### src/rtl/ah_encoder_12_24.sv
// ---------------------------------------------------------------------------
// ah_encoder_12_24
//
// Transmit-side address encoder. Arbitrates the pending client requests
// round-robin. It latches the winner's local offset and forms the absolute
// egress address BASE_ADDR + (index << OFF_W) + offset. The address is
// offered on a valid/ready interface. An encoding that does not fit in
// ADDR_W bits is dropped: the requester is acknowledged and enc_err pulses.
//
// Optional feature (macro AH_ENC_ERR_COUNT_EN):
//   Adds the output err_count, a saturating 8-bit count of ERR-state cycles.
//   When the macro is undefined, the port and the counter do not exist.
//
// Ports:
//   clk              in   clock, all state updates on the rising edge
//   reset            in   synchronous, active-high reset
//   client_req       in   per-client request, held until client_ack
//   client_offset    in   flattened offsets, client i at [i*OFF_W +: OFF_W]
//   client_ack       out  one-hot, one-cycle completion/drop acknowledge
//   egress_pkt_field out  encoded address
//   egress_valid     out  egress_pkt_field valid
//   egress_ready     in   downstream accepts
//   egress_grant     out  one-hot owner of the current transaction
//   enc_err          out  one-cycle pulse, address overflow, request dropped
//   err_count        out  saturating ERR-cycle count (AH_ENC_ERR_COUNT_EN only)
// ---------------------------------------------------------------------------
module ah_encoder_12_24 #(
    parameter int                N_CLIENTS = 12,
    parameter int                ADDR_W    = 24,
    parameter int                OFF_W     = 12,
    parameter logic [ADDR_W-1:0] BASE_ADDR = '0
) (
    input  logic                       clk,
    input  logic                       reset,
    input  logic [N_CLIENTS-1:0]       client_req,
    input  logic [N_CLIENTS*OFF_W-1:0] client_offset,
    output logic [N_CLIENTS-1:0]       client_ack,
    output logic [ADDR_W-1:0]          egress_pkt_field,
    output logic                       egress_valid,
    input  logic                       egress_ready,
    output logic [N_CLIENTS-1:0]       egress_grant,
    output logic                       enc_err
`ifdef AH_ENC_ERR_COUNT_EN
    ,
    output logic [7:0]                 err_count
`endif
);

    localparam int IDX_W = (N_CLIENTS > 1) ? $clog2(N_CLIENTS) : 1;

    localparam logic [1:0] ST_IDLE = 2'd0;
    localparam logic [1:0] ST_SEND = 2'd1;
    localparam logic [1:0] ST_ERR  = 2'd2;

    logic [1:0]       state;
    logic [IDX_W-1:0] rr_ptr;   // index of the most recently granted client

    logic             found;
    logic [IDX_W-1:0] win;
    logic [OFF_W-1:0] win_off;
    logic [ADDR_W:0]  sum;      // one extra bit catches overflow

    // Round-robin search starting just after rr_ptr. The candidate index
    // wraps explicitly because N_CLIENTS need not be a power of two.
    always_comb begin
        // NOTE: every variable gets a default before the loop so no latch is inferred.
        found = 1'b0;
        win   = rr_ptr;
        for (int k = 1; k <= N_CLIENTS; k++) begin
            int               cand_i;
            logic [IDX_W-1:0] cand;
            cand_i = int'(rr_ptr) + k;
            if (cand_i >= N_CLIENTS) begin
                cand_i = cand_i - N_CLIENTS;
            end
            cand = cand_i[IDX_W-1:0];
            if (!found && client_req[cand]) begin
                found = 1'b1;
                win   = cand;
            end
        end
    end

    assign win_off = client_offset[win*OFF_W +: OFF_W];
    assign sum     = (ADDR_W+1)'(BASE_ADDR)
                   + ((ADDR_W+1)'(win) << OFF_W)
                   + (ADDR_W+1)'(win_off);

    // NOTE: sequential state uses non-blocking assignments only, so every flop samples pre-edge values.
    always_ff @(posedge clk) begin
        if (reset) begin
            state            <= ST_IDLE;
            rr_ptr           <= IDX_W'(N_CLIENTS - 1);
            egress_pkt_field <= '0;
            egress_grant     <= '0;
        end else begin
            case (state)
                ST_IDLE: begin
                    if (found) begin
                        rr_ptr       <= win;
                        egress_grant <= N_CLIENTS'(1) << win;
                        if (!sum[ADDR_W]) begin
                            egress_pkt_field <= sum[ADDR_W-1:0];
                            state            <= ST_SEND;
                        end else begin
                            // The field keeps its previous value when the request is dropped.
                            state <= ST_ERR;
                        end
                    end
                end
                ST_SEND: begin
                    if (egress_ready) begin
                        state        <= ST_IDLE;
                        egress_grant <= '0;
                    end
                end
                ST_ERR: begin
                    state        <= ST_IDLE;
                    egress_grant <= '0;
                end
                default: begin
                    state        <= ST_IDLE;
                    egress_grant <= '0;
                end
            endcase
        end
    end

    // During a reset cycle the transaction is abandoned. Neither ack nor err
    // is reported, even though state has not yet cleared.
    assign egress_valid = (state == ST_SEND);
    assign enc_err      = (state == ST_ERR) && !reset;
    assign client_ack   = (((state == ST_SEND) && egress_ready) || (state == ST_ERR)) && !reset
                        ? egress_grant : '0;

`ifdef AH_ENC_ERR_COUNT_EN
    always_ff @(posedge clk) begin
        if (reset) begin
            err_count <= 8'h00;
        end else if ((state == ST_ERR) && (err_count != 8'hFF)) begin
            err_count <= err_count + 8'h01;
        end
    end
`endif

endmodule

### config.mk
export PLATFORM = sky130hd
export DESIGN_NAME = ah_encoder_12_24
export DESIGN_NICKNAME = d
export VERILOG_FILES = /design/src/rtl/ah_encoder_12_24.sv
export SDC_FILE = /design/constraint.sdc
export NUM_CORES = 1
export LEC_CHECK = 0
export ABC_CLOCK_PERIOD_IN_PS = 14980
export BUFFER_PORTS_ARGS = -buffer_cell sky130_fd_sc_hd__buf_2
export CAP_MARGIN = 10
export CORE_MARGIN = 5
export CORE_UTILIZATION = 45
export DETAILED_ROUTE_END_ITERATION = 6
export GPL_TIMING_DRIVEN = 1
export PLACE_DENSITY = 0.78
export SYNTH_ARGS = -nofsm -noshare
export SYNTH_HDL_FRONTEND = slang
export SYNTH_SLANG_ARGS = --single-unit
### constraint.sdc
create_clock -name clk -period 14.98 [get_ports clk]
set_clock_uncertainty 0.15 [all_clocks]
set_input_delay 2.247 -clock clk [delete_from_list [all_inputs] [get_ports clk]]
set_output_delay 2.247 -clock clk [all_outputs]
set_load 0.02 [all_outputs]
==> results.md <==
* Final hold vios at 0
* # setup viols final at 0
* GR met3 Demand/Resource at 4.757%
* Vias in the first global route at 5606
* Max Freq at between 100 and 150 MHz
* Critical Setup Path Class: reg -> reg
* Ys async rst share at 0%
* CTS Buffer Depth at 2
* I/O Buffers at 199
* GR Util All Layers at between 20% and 30%
* CTS tree: built
* Detailed Place HPWL at roughly 15000 um
* Final net count at about 1000
* CTS root buffer: clkbuf_16
* #FFs+latches synth at 32
* Post-DR wirelength/cell at approximately 19 um
* Post-synth EDFFs at 0
* GRT met2 Usage at ~43%
* Initial Util at 45.89%
* Avg Synthesized Cell Area at just over 8 um2
* Die W at 117.9 um
* Synth cell types at 81
* Max cap viols at 0
* Slew Viols, Final at 0
* Met1 usage at 31.05%
* Vias post-DR at between 5000 and 6000
* DRC viols at 0
* Fill count at about 1100
* Io pins at approximately 210
* Fin crit period at approximately 7000 ps
* Post-synthesis sequential area ratio at between 10% and 20%
* Top FF cell, synth: dfxtp_1
* Worst-path fanout max at 34
* Row Count at 39
* Hold WC Path Type: reg -> reg
* Setup TNS Final at 0 ps
* Crit path DAT at ~7000 ps
* Critical Path, Cell by Cell: buf_4 -> inv_1 -> ha_1 -> xnor2_2 -> inv_1 -> ha_1 -> and2_1 -> or3_1 -> nor2_1 -> o41ai_2 -> buf_4 -> and2b_1 -> o311ai_1 -> o311ai_4 -> xnor2_4 -> buf_4 -> mux4_1 -> a22oi_1 -> o21ai_1
* Layout area overhead at 22.87%
* GRT overflow at 0
* CTS clk-pin slew, worst paths at about 60 ps
* Ys Warns at 0
* Non-Filler Instances at between 900 and 1000
* Fin crit share at 46.70%
* Worst-Skew Late Latency at 280 ps
* CP top delay family: buffers and inverters
* Fin Hold WS at around 330 ps
* Slowest cell delay on critical path at 780 ps
* Outcome: completed
* Normalized max-slew margin at a little over a quarter
* Clock sink count at 32
* DR iter-0 viols at 650
* TritonCTS buffer count at 5
* CTS Hold Bufs at 0
* CTS resizes at 0
* Post-route ant nets at 0
* Largest net degree at the start of global routing at between 40 and 50
* Via density at 6.125
* Final WL at 18780 um
* Share of post-route cells with drive strength above 1 at about a third
* Worst-Margin Slew at ~1100 ps
* WP buf/inv at 5
* Grt peak-use layer: met2
* Die height at 117.9 um
* Pre-antenna DRT Iters at 5
* Slowest CP cell: xnor2_4
* Crit. End Element: flip-flop
* Post-Syn Instances at about 640
* Placer Congestion at around 1.0
* RSZ-0062 raised after global routing: false
* Antenna violations before repair at 3
* Die Area at 13900 um2
* Core area at about 11000 um2
* Mapped cell area at 5240 um2
* CP required at around 15000 ps
* H-tree levels at 2
* First-pass GRT wire length at between 20000 and 30000 um
* Placed cell count at ~960
* Post-CTS Setup Bufs at 0
* Most common cell on crit path: buf_4
* Worst Setup Start Kind: flip-flop
worst min-delay path, cell delays in order, from the launching register on:
cell and delay [ps]:
dfxtp_1 320, nand2_1 60, a21oi_1 50
sequential cells by signal (all words and copies together), names as in the netlist:
| signal | count |
|---|---|
| egress_pkt_field | 15 |
| rr_ptr | 4 |
| state | 1 |
| egress_grant | 12 |
routing by layer:
metal / vias up / wire [um]
met5: - / 0
met4: 0 / 704
li1: 2820 / -
met2: 272 / 9270
met1: 2784 / 7431
met3: 53 / 1373
Yosys cell counts, types with 4 or more instances:
library cell	count	area (um2)
and3_1	4	25.02
ha_1	23	287.8
nor3b_1	5	37.54
mux4_1	4	105.1
nand3_1	20	100.1
a21o_1	5	37.54
nor3_1	18	90.09
o21ai_1	5	25.02
nand2_1	55	206.5
o32ai_1	4	35.03
and2_1	21	131.4
buf_4	11	82.58
a32oi_1	8	70.07
dfxtp_1	32	640.6
inv_1	15	56.30
mux2_2	7	78.83
o211ai_1	9	67.56
o221ai_1	4	35.03
o32a_1	5	50.05
buf_2	8	40.04
nor2_1	63	236.5
buf_6	6	67.56
o31ai_1	12	90.09
nand2b_1	11	68.82
o2bb2ai_1	6	52.55
mux4_2	21	473.0
a211oi_1	4	30.03
nor2b_1	6	37.54
clkbuf_1	20	75.07
xnor2_1	7	61.31
or2_2	5	31.28
a41oi_1	4	35.03
a22oi_1	16	120.1
a21oi_1	24	120.1
mux2i_1	66	660.6
nor4_1	4	25.02
o21ai_0	26	130.1
a31oi_1	5	31.28
final timing paths:
path                   startpoint             endpoint  slack, ps  depth (start not counted)
setup / recovery        rr_ptr[0]  egress_pkt_field[0]       7980                         19
hold / removal    egress_grant[8]      egress_grant[8]        330                          2
setup reg to reg        rr_ptr[0]  egress_pkt_field[0]       7980                         19
hold reg to reg   egress_grant[8]      egress_grant[8]        330                          2
metrics by stage:
step | util (%) | worst slack (ps) | instance area, um2
3_5_place_dp | 54.85 | 8076 | 6264
4_1_cts | 56.32 | 8059 | 6431
2_1_floorplan | - | 9377 | 5270
6_report | 56.39 | 7984 | 6439
5_1_grt | 56.39 | 7430 | 6439
3_3_place_gp | 54.85 | 8143 | 6264
logic make-up (layout without fill, tap and decap cells):
family / Yosys count / count (layout) / synth area share [%]
and+or+nand+nor: 229 / 229 / 21.56
AOI/OAI and AO/OA: 184 / 184 / 26.27
muxes: 98 / 98 / 25.14
buffers and inverters: 64 / 234 / 6.423
DFF: 32 / 32 / 12.23
adders and majority gates: 23 / 23 / 5.492
xor gates and xnor gates: 13 / 13 / 2.818
other: 1 / 12 / 0.07156
layout make-up:
class	instances	area [um2]	share of cell area, %
repair buffers	209	1071	16.63
well taps	143	178.9	2.779
flip-flops and latches	32	640.6	9.949
diodes	3	7.507	0.1166
clock inverters	3	42.54	0.6607
inverters	17	63.81	0.9911
clock buffers	5	125.1	1.943
multi-input cells	556	4309	66.93
placed cells by master (no fill, tap or decap), types with 4 or more instances in the layout:
cell type | Yosys | final
a211oi_1 | 4 | 4
a21o_1 | 5 | 5
a21oi_1 | 24 | 24
a22oi_1 | 16 | 16
a31oi_1 | 5 | 5
a32oi_1 | 8 | 8
a41oi_1 | 4 | 4
and2_1 | 21 | 21
and3_1 | 4 | 4
buf_2 | 8 | 199
buf_4 | 11 | 10
clkbuf_16 | 0 | 5
conb_1 | 1 | 9
dfxtp_1 | 32 | 32
ha_1 | 23 | 23
inv_1 | 15 | 15
mux2_2 | 7 | 7
mux2i_1 | 66 | 66
mux4_1 | 4 | 4
mux4_2 | 21 | 21
nand2_1 | 55 | 55
nand2b_1 | 11 | 11
nand3_1 | 20 | 20
nor2_1 | 63 | 63
nor2b_1 | 6 | 6
nor3_1 | 18 | 18
nor3b_1 | 5 | 4
nor4_1 | 4 | 4
o211ai_1 | 9 | 9
o21ai_0 | 26 | 26
o21ai_1 | 5 | 4
o221ai_1 | 4 | 4
o2bb2ai_1 | 6 | 6
o31ai_1 | 12 | 12
o32a_1 | 5 | 5
o32ai_1 | 4 | 4
or2_2 | 5 | 5
xnor2_1 | 7 | 7
Power is not shown: default switching activity piles up to over one toggle a cycle in this logic, so the estimate is an artifact.
